$ cat src/rtl/uart_ram_loader.sv
// ---------------------------------------------------------------------------
// uart_ram_loader
//
// Serial program loader for the 4096x16 main RAM. A host streams bytes over
// UART: a big-endian 16-bit word count N, then N big-endian data words. Each
// assembled word is written to RAM sequentially from address 0. The top level
// holds the CPU in reset while busy is high.
//
// Optional feature (macro CHECKSUM_EN): after the Nth word the host sends one
// byte equal to the XOR of all 2N data bytes; a mismatch sets chk_err. When
// the macro is undefined there is no checksum byte and chk_err is tied to 0.
//
// Ports:
//   clk        free-running board clock
//   reset      synchronous, active-low reset
//   rx         UART serial input (idle high, asynchronous to clk)
//   load_en    level; high arms the loader, low returns it to IDLE
//   w_en       one-cycle RAM write strobe
//   addr       RAM write address (wraps modulo 2**ADDR_WIDTH)
//   w_data     RAM write data, holds its last value between strobes
//   busy       high while a load is in progress
//   done       high after N words written, until load_en drops
//   frame_err  sticky; a stop bit was sampled low during a load
//   chk_err    sticky; checksum mismatch
//   word_count words written in the current load
// ---------------------------------------------------------------------------
module uart_ram_loader #(
    parameter int CLKS_PER_BIT = 104,
    parameter int ADDR_WIDTH   = 12,
    parameter int DATA_WIDTH   = 16
) (
    input  logic                  clk,
    input  logic                  reset,
    input  logic                  rx,
    input  logic                  load_en,
    output logic                  w_en,
    output logic [ADDR_WIDTH-1:0] addr,
    output logic [DATA_WIDTH-1:0] w_data,
    output logic                  busy,
    output logic                  done,
    output logic                  frame_err,
    output logic                  chk_err,
    output logic [15:0]           word_count
);

    localparam int CNT_W = $clog2(CLKS_PER_BIT);
    localparam logic [CNT_W-1:0] HALF_M1 = CNT_W'(CLKS_PER_BIT / 2 - 1);
    localparam logic [CNT_W-1:0] FULL_M1 = CNT_W'(CLKS_PER_BIT - 1);

    // -----------------------------------------------------------------------
    // Two-flop synchronizer plus one delayed copy for falling-edge detection.
    // All flops reset to the idle-line level so reset never looks like a start.
    // -----------------------------------------------------------------------
    logic rx_meta, rx_sync, rx_prev;

    always_ff @(posedge clk) begin
        if (!reset) begin
            rx_meta <= 1'b1;
            rx_sync <= 1'b1;
            rx_prev <= 1'b1;
        end else begin
            rx_meta <= rx;
            rx_sync <= rx_meta;
            rx_prev <= rx_sync;
        end
    end

    // -----------------------------------------------------------------------
    // UART receiver. The start bit is re-checked half a bit after the edge so
    // short low glitches are dropped; every later sample is one bit apart and
    // therefore lands near the middle of each bit.
    // -----------------------------------------------------------------------
    typedef enum logic [1:0] {RX_IDLE, RX_START, RX_DATA, RX_STOP} rx_state_t;

    rx_state_t        rx_state, rx_state_n;
    logic [CNT_W-1:0] rx_cnt, rx_cnt_n;
    logic [2:0]       bit_idx, bit_idx_n;
    logic [7:0]       rx_byte, rx_byte_n;
    logic             byte_valid, byte_valid_n;
    logic             rx_ferr, rx_ferr_n;

    always_ff @(posedge clk) begin
        if (!reset) begin
            rx_state   <= RX_IDLE;
            rx_cnt     <= '0;
            bit_idx    <= '0;
            rx_byte    <= '0;
            byte_valid <= 1'b0;
            rx_ferr    <= 1'b0;
        end else begin
            rx_state   <= rx_state_n;
            rx_cnt     <= rx_cnt_n;
            bit_idx    <= bit_idx_n;
            rx_byte    <= rx_byte_n;
            byte_valid <= byte_valid_n;
            rx_ferr    <= rx_ferr_n;
        end
    end

    always_comb begin
        rx_state_n   = rx_state;
        rx_cnt_n     = rx_cnt;
        bit_idx_n    = bit_idx;
        rx_byte_n    = rx_byte;
        byte_valid_n = 1'b0;
        rx_ferr_n    = 1'b0;
        case (rx_state)
            RX_IDLE: begin
                if (rx_prev && !rx_sync) begin
                    rx_state_n = RX_START;
                    rx_cnt_n   = '0;
                end
            end
            RX_START: begin
                if (rx_cnt == HALF_M1) begin
                    rx_cnt_n   = '0;
                    bit_idx_n  = '0;
                    rx_state_n = rx_sync ? RX_IDLE : RX_DATA;
                end else begin
                    rx_cnt_n = rx_cnt + 1'b1;
                end
            end
            RX_DATA: begin
                if (rx_cnt == FULL_M1) begin
                    rx_cnt_n  = '0;
                    rx_byte_n = {rx_sync, rx_byte[7:1]};
                    bit_idx_n = bit_idx + 1'b1;
                    if (bit_idx == 3'd7) begin
                        rx_state_n = RX_STOP;
                    end
                end else begin
                    rx_cnt_n = rx_cnt + 1'b1;
                end
            end
            RX_STOP: begin
                if (rx_cnt == FULL_M1) begin
                    rx_cnt_n     = '0;
                    rx_state_n   = RX_IDLE;
                    byte_valid_n = rx_sync;
                    rx_ferr_n    = !rx_sync;
                end else begin
                    rx_cnt_n = rx_cnt + 1'b1;
                end
            end
            default: rx_state_n = RX_IDLE;
        endcase
    end

    // -----------------------------------------------------------------------
    // Loader FSM. The write strobe is scheduled on the low byte and issued the
    // following cycle; the FSM stays in DAT_LO for that strobe cycle and only
    // then decides whether the load is complete.
    // -----------------------------------------------------------------------
    typedef enum logic [2:0] {
        IDLE, HDR_HI, HDR_LO, DAT_HI, DAT_LO,
`ifdef CHECKSUM_EN
        CHK,
`endif
        DONE, ERR
    } state_t;

    state_t                state, state_n;
    logic [7:0]            hi_byte, hi_byte_n;
    logic [15:0]           n_words, n_words_n;
    logic [7:0]            checksum, checksum_n;
    logic                  w_en_n, busy_n, done_n, frame_err_n, chk_err_n;
    logic [ADDR_WIDTH-1:0] addr_n;
    logic [DATA_WIDTH-1:0] w_data_n;
    logic [15:0]           word_count_n;
    logic                  in_load;
    state_t                after_last;

`ifdef CHECKSUM_EN
    assign after_last = CHK;
`else
    assign after_last = DONE;
`endif

    always_ff @(posedge clk) begin
        if (!reset) begin
            state      <= IDLE;
            hi_byte    <= '0;
            n_words    <= '0;
            checksum   <= '0;
            w_en       <= 1'b0;
            addr       <= '0;
            w_data     <= '0;
            busy       <= 1'b0;
            done       <= 1'b0;
            frame_err  <= 1'b0;
            chk_err    <= 1'b0;
            word_count <= '0;
        end else begin
            state      <= state_n;
            hi_byte    <= hi_byte_n;
            n_words    <= n_words_n;
            checksum   <= checksum_n;
            w_en       <= w_en_n;
            addr       <= addr_n;
            w_data     <= w_data_n;
            busy       <= busy_n;
            done       <= done_n;
            frame_err  <= frame_err_n;
            chk_err    <= chk_err_n;
            word_count <= word_count_n;
        end
    end

    always_comb begin
        state_n      = state;
        hi_byte_n    = hi_byte;
        n_words_n    = n_words;
        checksum_n   = checksum;
        w_en_n       = 1'b0;
        addr_n       = addr;
        w_data_n     = w_data;
        frame_err_n  = frame_err;
        chk_err_n    = chk_err;
        word_count_n = word_count;
        in_load      = (state == HDR_HI) || (state == HDR_LO) ||
                       (state == DAT_HI) || (state == DAT_LO);
`ifdef CHECKSUM_EN
        in_load      = in_load || (state == CHK);
`endif

        // A strobe on the bus is a completed write, so it is always counted,
        // even if load_en drops in that same cycle.
        if (w_en) begin
            addr_n       = addr + 1'b1;
            word_count_n = word_count + 16'd1;
        end

        case (state)
            IDLE: begin
                if (load_en) begin
                    state_n      = HDR_HI;
                    frame_err_n  = 1'b0;
                    chk_err_n    = 1'b0;
                    word_count_n = '0;
                    addr_n       = '0;
                    checksum_n   = '0;
                end
            end
            HDR_HI: begin
                if (byte_valid) begin
                    n_words_n[15:8] = rx_byte;
                    state_n         = HDR_LO;
                end
            end
            HDR_LO: begin
                if (byte_valid) begin
                    n_words_n[7:0] = rx_byte;
                    state_n        = ({n_words[15:8], rx_byte} == 16'd0) ? DONE : DAT_HI;
                end
            end
            DAT_HI: begin
                if (byte_valid) begin
                    hi_byte_n  = rx_byte;
                    checksum_n = checksum ^ rx_byte;
                    state_n    = DAT_LO;
                end
            end
            DAT_LO: begin
                if (byte_valid) begin
                    w_data_n   = DATA_WIDTH'({hi_byte, rx_byte});
                    w_en_n     = 1'b1;
                    checksum_n = checksum ^ rx_byte;
                end else if (w_en) begin
                    state_n = (word_count + 16'd1 == n_words) ? after_last : DAT_HI;
                end
            end
`ifdef CHECKSUM_EN
            CHK: begin
                if (byte_valid) begin
                    chk_err_n = (rx_byte != checksum);
                    state_n   = DONE;
                end
            end
`endif
            DONE, ERR: begin
                if (!load_en) begin
                    state_n = IDLE;
                end
            end
            default: state_n = IDLE;
        endcase

        // Abort and frame-error handling override the per-state decisions,
        // cancelling any strobe scheduled in this cycle.
        if (in_load) begin
            if (!load_en) begin
                state_n  = IDLE;
                w_en_n   = 1'b0;
                w_data_n = w_data;
            end else if (rx_ferr) begin
                state_n     = ERR;
                frame_err_n = 1'b1;
                w_en_n      = 1'b0;
                w_data_n    = w_data;
            end
        end

        busy_n = (state_n != IDLE) && (state_n != DONE) && (state_n != ERR);
        done_n = (state_n == DONE);
    end

endmodule

$ cat config.mk
export PLATFORM = sky130hd
export DESIGN_NAME = uart_ram_loader
export DESIGN_NICKNAME = d
export VERILOG_FILES = /design/src/rtl/uart_ram_loader.sv
export SDC_FILE = /design/constraint.sdc
export NUM_CORES = 1
export LEC_CHECK = 0
export ABC_CLOCK_PERIOD_IN_PS = 3100
export BUFFER_PORTS_ARGS = -buffer_cell sky130_fd_sc_hd__clkbuf_2
export CORE_ASPECT_RATIO = 0.75
export CORE_UTILIZATION = 30
export CTS_CLUSTER_SIZE = 14
export DETAILED_ROUTE_END_ITERATION = 10
export PLACE_DENSITY = 0.44
export SYNTH_ARGS = -nofsm -noshare
export SYNTH_HDL_FRONTEND = slang
export SYNTH_SLANG_ARGS = --single-unit
$ cat constraint.sdc
create_clock -name clk -period 3.1 [get_ports clk]
set_clock_uncertainty 0.15 [all_clocks]
set_input_delay 0.465 -clock clk [delete_from_list [all_inputs] [get_ports clk]]
set_output_delay 0.465 -clock clk [all_outputs]
set_load 0.1 [all_outputs]
==> results of run 1 <==
## synth_stat cells (4+ instances only)
cell type  instances  area, um^2
dfxtp_1          100        2000
nand2_1           92         345
nor2_1            59         221
a21boi_0          32         240
nor2b_1           27         169
clkbuf_1          25        93.8
xnor2_1           25         219
xor2_1            24         210
mux2i_1           23         230
a21oi_1           16        80.1
nand3_1           16        80.1
nand4_1           12        75.1
o21ai_0           12        60.1
and3_1            10        62.6
nor3_1            10        50.1
nor3b_1            8        60.1
inv_1              7        26.3
nor4_1             7        43.8
buf_2              5        25.0
buf_4              5        37.5
ha_1               5        62.6
nand2b_1           5        31.3
nand3b_1           5        37.5
a221oi_1           4        35.0
## worst register-to-register path, stage by stage, from the launching register on
cell and delay (ns):
dfxtp_2 0.42, ha_1 0.20, nand3_1 0.16, nor4_1 0.39, xnor2_1 0.15, a2111oi_2 0.32, nand4_1 0.15, or4_4 0.45
a22o_1 0.19
## sequential cells by signal, summed over array words and instances (netlist names), 3 cells and up, named ones only
| register | flops |
|---|---|
| word_count | 16 |
| rx_byte | 8 |
| state | 3 |
| n_words | 16 |
| addr | 12 |
| rx_cnt | 7 |
| w_data | 16 |
| hi_byte | 8 |
| bit_idx | 3 |
## stage by stage
stage	instance area [um^2]	util	hold WS (ns)
floorplan	4940	-	0.236
global route	5710	0.357	0.142
detailed placement	5410	0.338	0.256
CTS	5710	0.356	0.140
global placement	5410	0.338	0.250
finish	5710	0.357	0.154
## area by class of cell
class	instances	area (um^2)
Clock inverter	4	56.3
Inverter	7	26.3
Clock buffer	11	243
Fill cell	1672	10300
Multi-Input combinational cell	439	2750
Sequential cell	100	2010
Tap cell	210	263
Timing Repair Buffer	65	360
## power by group
part           switching [W]   total, W  internal (W)
Clock               0.000509    0.00116      0.000653
Sequential         0.0000114    0.00130       0.00129
Combinational      0.0000612  0.0000931     0.0000319
## cells by family after synthesis
logic type	Yosys count	synth area share
AOI/OAI and AO/OA	89	0.128
xor gates and xnor gates	49	0.0871
adders and majority gates	5	0.0127
buffers and inverters	44	0.0386
DFF	100	0.406
muxes	23	0.0467
other	1	0.000761
and+or+nand+nor	272	0.280
## worst paths after layout
kind	end	depth (start not counted)	startpoint	slack [ns]
max reg2reg	state[1]	8	word_count[0]	0.42
min reg2reg	rx_sync	1	rx_meta	0.27
max	state[1]	8	word_count[0]	0.42
min	rx_meta	2	rx	0.15
## cell usage in the layout, fill, tap and decap left out, types with 4 or more instances in the layout
cell type  count
nand3_1       16
dfxtp_1       93
nor4_1         7
xor2_1        24
buf_4         14
nand2b_1       5
clkbuf_2      51
nand4_1       12
nor2_1        58
nor3_1        10
nand3b_1       5
ha_1           5
clkbuf_16      9
nand2_1       92
o21ai_0       12
nor2b_1       27
inv_1          7
and3_1        10
mux2i_1       23
nor3b_1        8
dfxtp_2        7
a221oi_1       4
a21boi_0      32
a21oi_1       16
xnor2_1       25
## per-layer routing
layer  up-vias  share of wire  routed length [um]  track usage
li1       2065              -                   -            -
met1      1876           0.52                6210        0.215
met2        61           0.43                5070        0.215
met3        10          0.038                 448       0.0379
met4         0          0.011                 127       0.0444
met5         -              0                   0            0
==> out/qor.txt, run 1 <==
Distinct cells, synth - 57
Crit-path leading delay family - simple AND/OR/NAND/NOR gates
Seq cells post-synth - 100
Post-Syn Nets - 592
Initial antenna violation count - 0
Die H - 113 um
Post-CTS Setup Repair Bufs - 0
Max-slew violations - 0
Fraction of synthesis flops using an asynchronous set or reset pin - 0
Inst Count DP - 821
Starting DRC count in detailed routing - 200
Cell count after synthesis - 583
Grt total ovfl - 0
Number of placement rows - 40
Final wirelength - 11.9 mm
Power Dens Cells - 448 mW/mm^2
Synthesis-to-finish area growth - 15.9%
TritonCTS clock tree - yes
Core area - 0.0160 mm^2
Power consumption - 0.00256 W
Final setup viols - 0
Clock period minus worst slack - 2.68 ns
Warnings from Yosys - 0
Crit path arrival time - 2.77 ns
Cts bufs inserted - 9
Tcrit/Tclk final - 0.865
Relative slew slack - 0.573
WP buf/inv - 0
Clock Path Buffers - 2
RSZ-0062 raised after global routing - no
IO buf count - 51
CP startpoint kind - flip-flop
Share of cells above drive strength 1 - 0.163
Fin Setup TNS - 0 ns
Max Clk Rate - 373 MHz
Final hold violations - 0
Actual slew at the worst max-slew pin - 0.641 ns
# nets final - 631
Clock Latency Late Sink - 0.35 ns
Hold_buf cts - 0
Final WS setup - 0.418 ns
Worst vdd ir - 0.261 mV
Seq/Total Area, Yosys - 0.406
DRC - 0
Critical Path Fanout Max - 6
Synthesized area per cell - 8.45 um^2
Largest net degree at the start of global routing - 50
Leak Pwr - 2.08 nW
Status - finished, final reports clean
Synth Flop Type - dfxtp_1
CTS resizes - 0
CTS sink count - 100
First-pass GRT wire length - 19.6 mm
Routed vias/inst - 4.80
Final HPWL DP - 8.32 mm
Slowest CP cell - or4_4
Worst Path Required - 3.19 ns
I/O Pins - 53
Hold Path Class - input port to flip-flop
Max Cap Violations - 0
Total number of vias - 4012
Worst slack at placement - 0.364 ns
GP Congestion - 0.867
Finished Layout Cells - 836
Delay of the slowest critical-path stage - 0.45 ns
Router iterations before antenna repair - 4
Worst Setup End Kind - flip-flop
Final ANT Viol Nets - 0
Total track usage - 0.149
Root buffer cell - clkbuf_16
Area of the mapped netlist - 0.00493 mm^2
H-Tree Level Count - 3
Ant. Diodes - 0
Initial Utilization - 0.308
Chip Width - 150 um
Critical path class - flip-flop to flip-flop
Die ar. - 0.0169 mm^2
Post-DR wirelength/cell - 14.2 um
CP cell instances - ha_1, nand3_1, nor4_1, xnor2_1, a2111oi_2, nand4_1, or4_4, a22o_1
Post-synth EDFFs - 0
Clock edge transition at the registers on the reported setup and hold paths - 0.07 ns
Number of global-route vias before repair - 3699
(Power assumes the default switching activity.)
==> run 2, diff against run 1 <==
--- a/config.mk
+++ b/config.mk
@@ -11,7 +11,7 @@
 export CORE_UTILIZATION = 30
 export CTS_CLUSTER_SIZE = 14
 export DETAILED_ROUTE_END_ITERATION = 10
-export PLACE_DENSITY = 0.44
+export PLACE_DENSITY = 0.53
 export SYNTH_ARGS = -nofsm -noshare
 export SYNTH_HDL_FRONTEND = slang
 export SYNTH_SLANG_ARGS = --single-unit
==> run 2 against run 1 <==
Global-route usage down 0.39 points. Cell count down 0.24%. Worst hold slack worse by 0.0045 ns. Final area down 0.55%. First-iteration DRC count up 29%. Utilization down 0.20 points. Register-to-register slack worse by 0.20 ns. Worst setup slack worse by 0.20 ns. Largest cell class unchanged. Combinational power about the same. Non-clock buffer count down 3. Critical endpoint unchanged. Clock power down 4%. Sequential cell count unchanged.
==> out/qor.txt, run 2 (same netlist as run 1, synthesis figures left out) <==
Status - finished, final reports clean (unchanged)
Initial Utilization - 0.308 (unchanged)
Slack of the worst reg-to-reg path - 0.22 ns (was 0.42 ns)
Max Cap Violations - 0 (unchanged)
IO buf count - 51 (unchanged)
Leak Pwr - 2.06 nW (was 2.08 nW)
Inst Count DP - 818 (was 821)
Ant. Diodes - 0 (unchanged)
Met3 WL - 461 um (was 448 um)
Post-DR wirelength/cell - 13.9 um (was 14.2 um)
Number of global-route vias before repair - 3804 (was 3699)
Die ar. - 0.0169 mm^2 (unchanged)
Total number of vias - 4068 (was 4012)
Core area - 0.0160 mm^2 (unchanged)
Met1 WL - 5.80 mm (was 6.21 mm)
DRC - 0 (unchanged)
Commonest non-fill, non-tap cell in the layout - dfxtp_1 (unchanged)
Tcrit/Tclk final - 0.930 (was 0.865)
Starting DRC count in detailed routing - 258 (was 200)
Final setup viols - 0 (unchanged)
Clock period minus worst slack - 2.88 ns (was 2.68 ns)
Worst slack at placement - 0.280 ns (was 0.364 ns)
Met2 wire length - 5.18 mm (was 5.07 mm)
Multi-input gate area - 0.00275 mm^2 (about the same)
Cts bufs inserted - 9 (unchanged)
# nets final - 628 (was 631)
Total track usage - 0.145 (was 0.149)
RSZ-0062 raised after global routing - no (unchanged)
Actual slew at the worst max-slew pin - 0.618 ns (was 0.641 ns)
Final ANT Viol Nets - 0 (unchanged)
Final hold violations - 0 (unchanged)
Die H - 113 um (unchanged)
H-Tree Level Count - 3 (unchanged)
First-pass GRT wire length - 19.4 mm (was 19.6 mm)
GP Congestion - 0.838 (was 0.867)
Clock edge transition at the registers on the reported setup and hold paths - 0.07 ns (about the same)
Number of placement rows - 40 (unchanged)
CP startpoint kind - flip-flop (unchanged)
Finished Layout Cells - 834 (was 836)
Post-CTS Setup Repair Bufs - 0 (unchanged)
Hold_buf cts - 0 (unchanged)
Largest net degree at the start of global routing - 48 (was 50)
TritonCTS clock tree - yes (unchanged)
Root buffer cell - clkbuf_16 (unchanged)
Share of cells above drive strength 1 - 0.160 (was 0.163)
Worst vdd ir - 0.279 mV (was 0.261 mV)
FF+latch area - 0.00201 mm^2 (unchanged)
Fin Setup TNS - 0 ns (unchanged)
Fillers - 1651 (was 1672)
Initial antenna violation count - 0 (unchanged)
Worst Setup End Kind - flip-flop (unchanged)
Max-slew violations - 0 (unchanged)
Chip Width - 150 um (unchanged)
Power Dens Cells - 441 mW/mm^2 (was 448 mW/mm^2)
CTS sink count - 100 (unchanged)
Critical Path Fanout Max - 7 (was 6)
Clock Latency Late Sink - 0.35 ns (about the same)
Max Clk Rate - 347 MHz (was 373 MHz)
Largest regs - n_words x16, w_data x16, word_count x16 (unchanged)
Hold Path Class - input port to flip-flop (unchanged)
CTS resizes - 0 (unchanged)
Top routing layer in use - met4 (unchanged)
Clock Path Buffers - 2 (unchanged)
Final wirelength - 11.6 mm (was 11.9 mm)
Router iterations before antenna repair - 5 (was 4)
Relative slew slack - 0.588 (was 0.573)
I/O Pins - 53 (unchanged)
Crit path arrival time - 2.97 ns (was 2.77 ns)
Hold slack - 0.150 ns (was 0.154 ns)
Worst Path Required - 3.19 ns (about the same)
Routed vias/inst - 4.88 (was 4.80)
Grt total ovfl - 0 (unchanged)
Commonest non-fill, non-tap cells in the layout - dfxtp_1 (93), nand2_1 (92), nor2_1 (59), clkbuf_2 (51), a21boi_0 (32) (was dfxtp_1 (93), nand2_1 (92), nor2_1 (58), clkbuf_2 (51), a21boi_0 (32))
Final HPWL DP - 8.10 mm (was 8.32 mm)
Final WS setup - 0.218 ns (was 0.418 ns)
Synthesis-to-finish area growth - 15.3% (was 15.9%)
Critical path class - flip-flop to flip-flop (unchanged)
## run 2: per-layer routing
layer | vias up | global-route usage
li1 | 2073 | -
met1 | 1913 | 0.195
met2 | 69 | 0.223
met3 | 13 | 0.0427
met4 | 0 | 0.0411
met5 | - | 0
## run 2: area by class of cell
cell class | count | share of cell area
clock buffers | 10 | 0.0421
clock inverters | 6 | 0.00947
inverters | 7 | 0.00463
multi-input cells | 439 | 0.484
flip-flops and latches | 100 | 0.354
well taps | 210 | 0.0463
repair buffers | 62 | 0.0595
## run 2: power breakdown
part | switching, W | internal (W) | leakage (nW) | total, W
Sequential | 0.0000117 | 0.00129 | 0.810 | 0.00130
Clock | 0.000527 | 0.000582 | 0.142 | 0.00111
Combinational | 0.0000608 | 0.0000320 | 1.11 | 0.0000928
## run 2: stage by stage
step / area (um^2) / util / total power [W]
3_3_place_gp: 5390 / 0.336 / 0.00142
6_report: 5680 / 0.355 / 0.00250
3_5_place_dp: 5390 / 0.336 / 0.00142
4_1_cts: 5680 / 0.355 / 0.00255
2_1_floorplan: 4940 / - / 0.00141
5_1_grt: 5680 / 0.355 / 0.00260
## run 2: worst max-delay path: stages, from the launching register on
cell and delay [ns]:
dfxtp_2 0.42, ha_1 0.33, nand3_1 0.20, nor2_1 0.39
a21oi_1 0.15, nor4_1 0.30, nand4_1 0.18, or4_4 0.46
a22o_1 0.19
## run 2: worst paths after layout
| path | from | endpoint | cells after the start |
|---|---|---|---|
| worst max-delay path | word_count[0] | state[1] | 8 |
| worst min-delay path | rx | rx_meta | 2 |
| worst max register to register | word_count[0] | state[1] | 8 |
| worst min register to register | rx_meta | rx_sync | 1 |
==> run 3, diff against run 2 <==
--- a/config.mk
+++ b/config.mk
@@ -5,13 +5,14 @@
 export SDC_FILE = /design/constraint.sdc
 export NUM_CORES = 1
 export LEC_CHECK = 0
+export ABC_AREA = 1
 export ABC_CLOCK_PERIOD_IN_PS = 3100
 export BUFFER_PORTS_ARGS = -buffer_cell sky130_fd_sc_hd__clkbuf_2
 export CORE_ASPECT_RATIO = 0.75
 export CORE_UTILIZATION = 30
 export CTS_CLUSTER_SIZE = 14
 export DETAILED_ROUTE_END_ITERATION = 10
-export PLACE_DENSITY = 0.53
+export PLACE_DENSITY = 0.54
 export SYNTH_ARGS = -nofsm -noshare
 export SYNTH_HDL_FRONTEND = slang
 export SYNTH_SLANG_ARGS = --single-unit
==> run 3 against run 2 <==
Via count rose by 5.9%. Sequential cell count is the same. Utilization is 1.1 points higher. Synthesized cell count up 12%. Largest power group unchanged. Critical endpoint is now busy. Cell count grew 8.4%.
==> out/qor.txt, run 3 <==
Status - finished, final reports clean (unchanged)
I/O Pins - 53 (unchanged)
Commonest non-fill, non-tap cells in the layout - nand2_1 (103), dfxtp_1 (100), inv_1 (88), nor2_1 (76), a21oi_1 (65) (was dfxtp_1 (93), nand2_1 (92), nor2_1 (59), clkbuf_2 (51), a21boi_0 (32))
Hold_sp - rx (unchanged)
Tcrit/Tclk final - 0.851 (was 0.930)
Max Clk Rate - 379 MHz (was 347 MHz)
Largest regs - n_words x16, w_data x16, word_count x16 (unchanged)
FF+latch area - 0.00200 mm^2 (was 0.00201 mm^2)
CTS resizes - 0 (unchanged)
First-pass GRT wire length - 19.7 mm (was 19.4 mm)
Switching share of total power - 0.230 (was 0.239)
CP startpoint kind - flip-flop (unchanged)
Die ar. - 0.0159 mm^2 (was 0.0169 mm^2)
Worst Setup End Kind - flip-flop (unchanged)
Worst vdd ir - 0.263 mV (was 0.279 mV)
Number of placement rows - 38 (was 40)
H-Tree Level Count - 3 (unchanged)
Psw - 0.000591 W (was 0.000599 W)
Post-DR wirelength/cell - 12.9 um (was 13.9 um)
Starting DRC count in detailed routing - 330 (was 258)
Hold_buf cts - 0 (unchanged)
Commonest non-fill, non-tap cell in the layout - nand2_1 (was dfxtp_1)
CTS sink count - 100 (unchanged)
Final hold violations - 0 (unchanged)
Root buffer cell - clkbuf_16 (unchanged)
Fillers - 1558 (was 1651)
Leak Pwr - 2.20 nW (was 2.06 nW)
Seq/Total Area, Yosys - 0.433 (was 0.406)
Final HPWL DP - 8.76 mm (was 8.10 mm)
Multi-input gate area - 0.00219 mm^2 (was 0.00275 mm^2)
Share of cells above drive strength 1 - 0.125 (was 0.160)
Clock group share of total power - 0.461 (was 0.443)
Die H - 110 um (was 113 um)
Core area - 0.0147 mm^2 (was 0.0160 mm^2)
Clock Path Buffers - 2 (unchanged)
Power Dens Cells - 476 mW/mm^2 (was 441 mW/mm^2)
Critical Path Fanout Max - 8 (was 7)
Fraction of synthesis flops using an asynchronous set or reset pin - 0 (unchanged)
Grt total ovfl - 0 (unchanged)
Reg power frac - 0.505 (was 0.520)
Clock Latency Late Sink - 0.35 ns (about the same)
Clock edge transition at the registers on the reported setup and hold paths - 0.07 ns (about the same)
Critical path class - flip-flop to flip-flop (unchanged)
P_int - 0.00197 W (was 0.00190 W)
Number of global-route vias before repair - 4003 (was 3804)
Synth top cells by count - nand2_1 (103), dfxtp_1 (100), inv_1 (88) (was dfxtp_1 (100), nand2_1 (92), nor2_1 (59))
Post-synth EDFFs - 0 (unchanged)
Seq cells post-synth - 100 (unchanged)
Final ANT Viol Nets - 0 (unchanged)
Util after Layout - 0.366 (was 0.355)
Synthesized area per cell - 7.07 um^2 (was 8.45 um^2)
Router iterations before antenna repair - 5 (unchanged)
DRC - 0 (unchanged)
Ant. Diodes - 0 (unchanged)
Routed vias/inst - 4.76 (was 4.88)
Worst Path Required - 3.19 ns (about the same)
Initial antenna violation count - 0 (unchanged)
Comb power frac - 0.034 (was 0.037)
Area of the mapped netlist - 0.00462 mm^2 (was 0.00493 mm^2)
Synthesis-to-finish area growth - 16.5% (was 15.3%)
Chip Width - 145 um (was 150 um)
Relative slew slack - 0.582 (was 0.588)
Clock period minus worst slack - 2.64 ns (was 2.88 ns)
Largest net degree at the start of global routing - 56 (was 48)
Initial Utilization - 0.314 (was 0.308)
GP Congestion - 0.868 (was 0.838)
RSZ-0062 raised after global routing - no (unchanged)
Max Cap Violations - 0 (unchanged)
IO buf count - 51 (unchanged)
Post-CTS Setup Repair Bufs - 0 (unchanged)
Fin Setup TNS - 0 ns (unchanged)
Cell count after synthesis - 654 (was 583)
Final setup viols - 0 (unchanged)
Count leader, synth - nand2_1 (was dfxtp_1)
Cts bufs inserted - 9 (unchanged)
TritonCTS clock tree - yes (unchanged)
Post-Syn Nets - 663 (was 592)
Reg2reg start - word_count[0] (unchanged)
Distinct cells, synth - 40 (was 57)
Cell taking the most area after synthesis - dfxtp_1 (unchanged)
Worst Setup SP - word_count[0] (unchanged)
Main area contributors after synthesis - dfxtp_1 (43%), nand2_1 (8.4%), inv_1 (7.1%) (was dfxtp_1 (41%), nand2_1 (7.0%), a21boi_0 (4.9%))
Synth Flop Type - dfxtp_1 (unchanged)
Post-synth top area share - 0.433 (was 0.406)
Max-slew violations - 0 (unchanged)
Final wirelength - 11.7 mm (was 11.6 mm)
# nets final - 708 (was 628)
Crit path arrival time - 2.72 ns (was 2.97 ns)
Actual slew at the worst max-slew pin - 0.622 ns (was 0.618 ns)
Hold Path Class - input port to flip-flop (unchanged)
Warnings from Yosys - 0 (unchanged)
Total track usage - 0.154 (was 0.145)
Total number of vias - 4307 (was 4068)
[run 3: metal layers]
layer | GRT usage | wire, um | up-vias
li1 | - | - | 2242
met1 | 0.221 | 6140 | 1954
met2 | 0.231 | 4850 | 102
met3 | 0.0340 | 585 | 9
met4 | 0.0391 | 119 | 0
met5 | 0 | 0 | -
[run 3: worst max-delay path: stages, from the launching register on]
cell and delay [ns]:
dfxtp_1 0.49, ha_1 0.28, nand2_1 0.13, nor2_2 0.21, nand2_1 0.08, nand2_1 0.08, nand2_1 0.08, nand2_1 0.06
nand2_1 0.04, nor2_1 0.09, nand3_1 0.07, nor2_1 0.08, nand2_1 0.10, nand2_2 0.08, nand2_1 0.05, nand2_1 0.05
nand3_1 0.08, nand2_1 0.10, nand2_1 0.07, nand2_1 0.09, a21oi_2 0.06
[run 3: metrics by stage]
stage               instances  setup slack, ns  power, W  hold slack [ns]  cell area, um^2
floorplan                 654            0.162   0.00139            0.243             4620
global placement          888            0.616   0.00141            0.246             5070
detailed placement        888            0.505   0.00141            0.248             5070
CTS                       904            0.487   0.00259            0.148             5390
global route              904           0.0500   0.00266            0.148             5390
finish                    904            0.463   0.00256            0.154             5390
[run 3: kinds of logic after synthesis]
family,synth area share
simple gates,0.268
flops,0.433
xor+xnor,0.0219
fa+ha+maj,0.0135
other cells,0.000811
compound gates,0.169
buf+inv,0.0942
[run 3: worst paths after layout]
kind | to | slack [ns] | cells after the start
setup / recovery | busy | 0.46 | 20
setup reg to reg | busy | 0.46 | 20
hold reg to reg | rx_sync | 0.27 | 1
hold / removal | rx_meta | 0.15 | 2
[run 3: cell type report]
class                      count  area share
tap                          200      0.0464
clock buffer                  10      0.0444
inverter                      90      0.0627
sequential                   100       0.372
clock inverter                 6      0.0149
timing repair buffer          56      0.0543
multi-input combinational    442       0.406
[run 3: power by group through the flow]
stage	clock network (W)	registers (W)	logic [W]
2_1_floorplan	0	0.00133	0.0000611
3_3_place_gp	0	0.00132	0.0000868
3_5_place_dp	0	0.00133	0.0000867
4_1_cts	0.00121	0.00129	0.0000871
5_1_grt	0.00127	0.00130	0.0000970
6_report	0.00118	0.00130	0.0000871
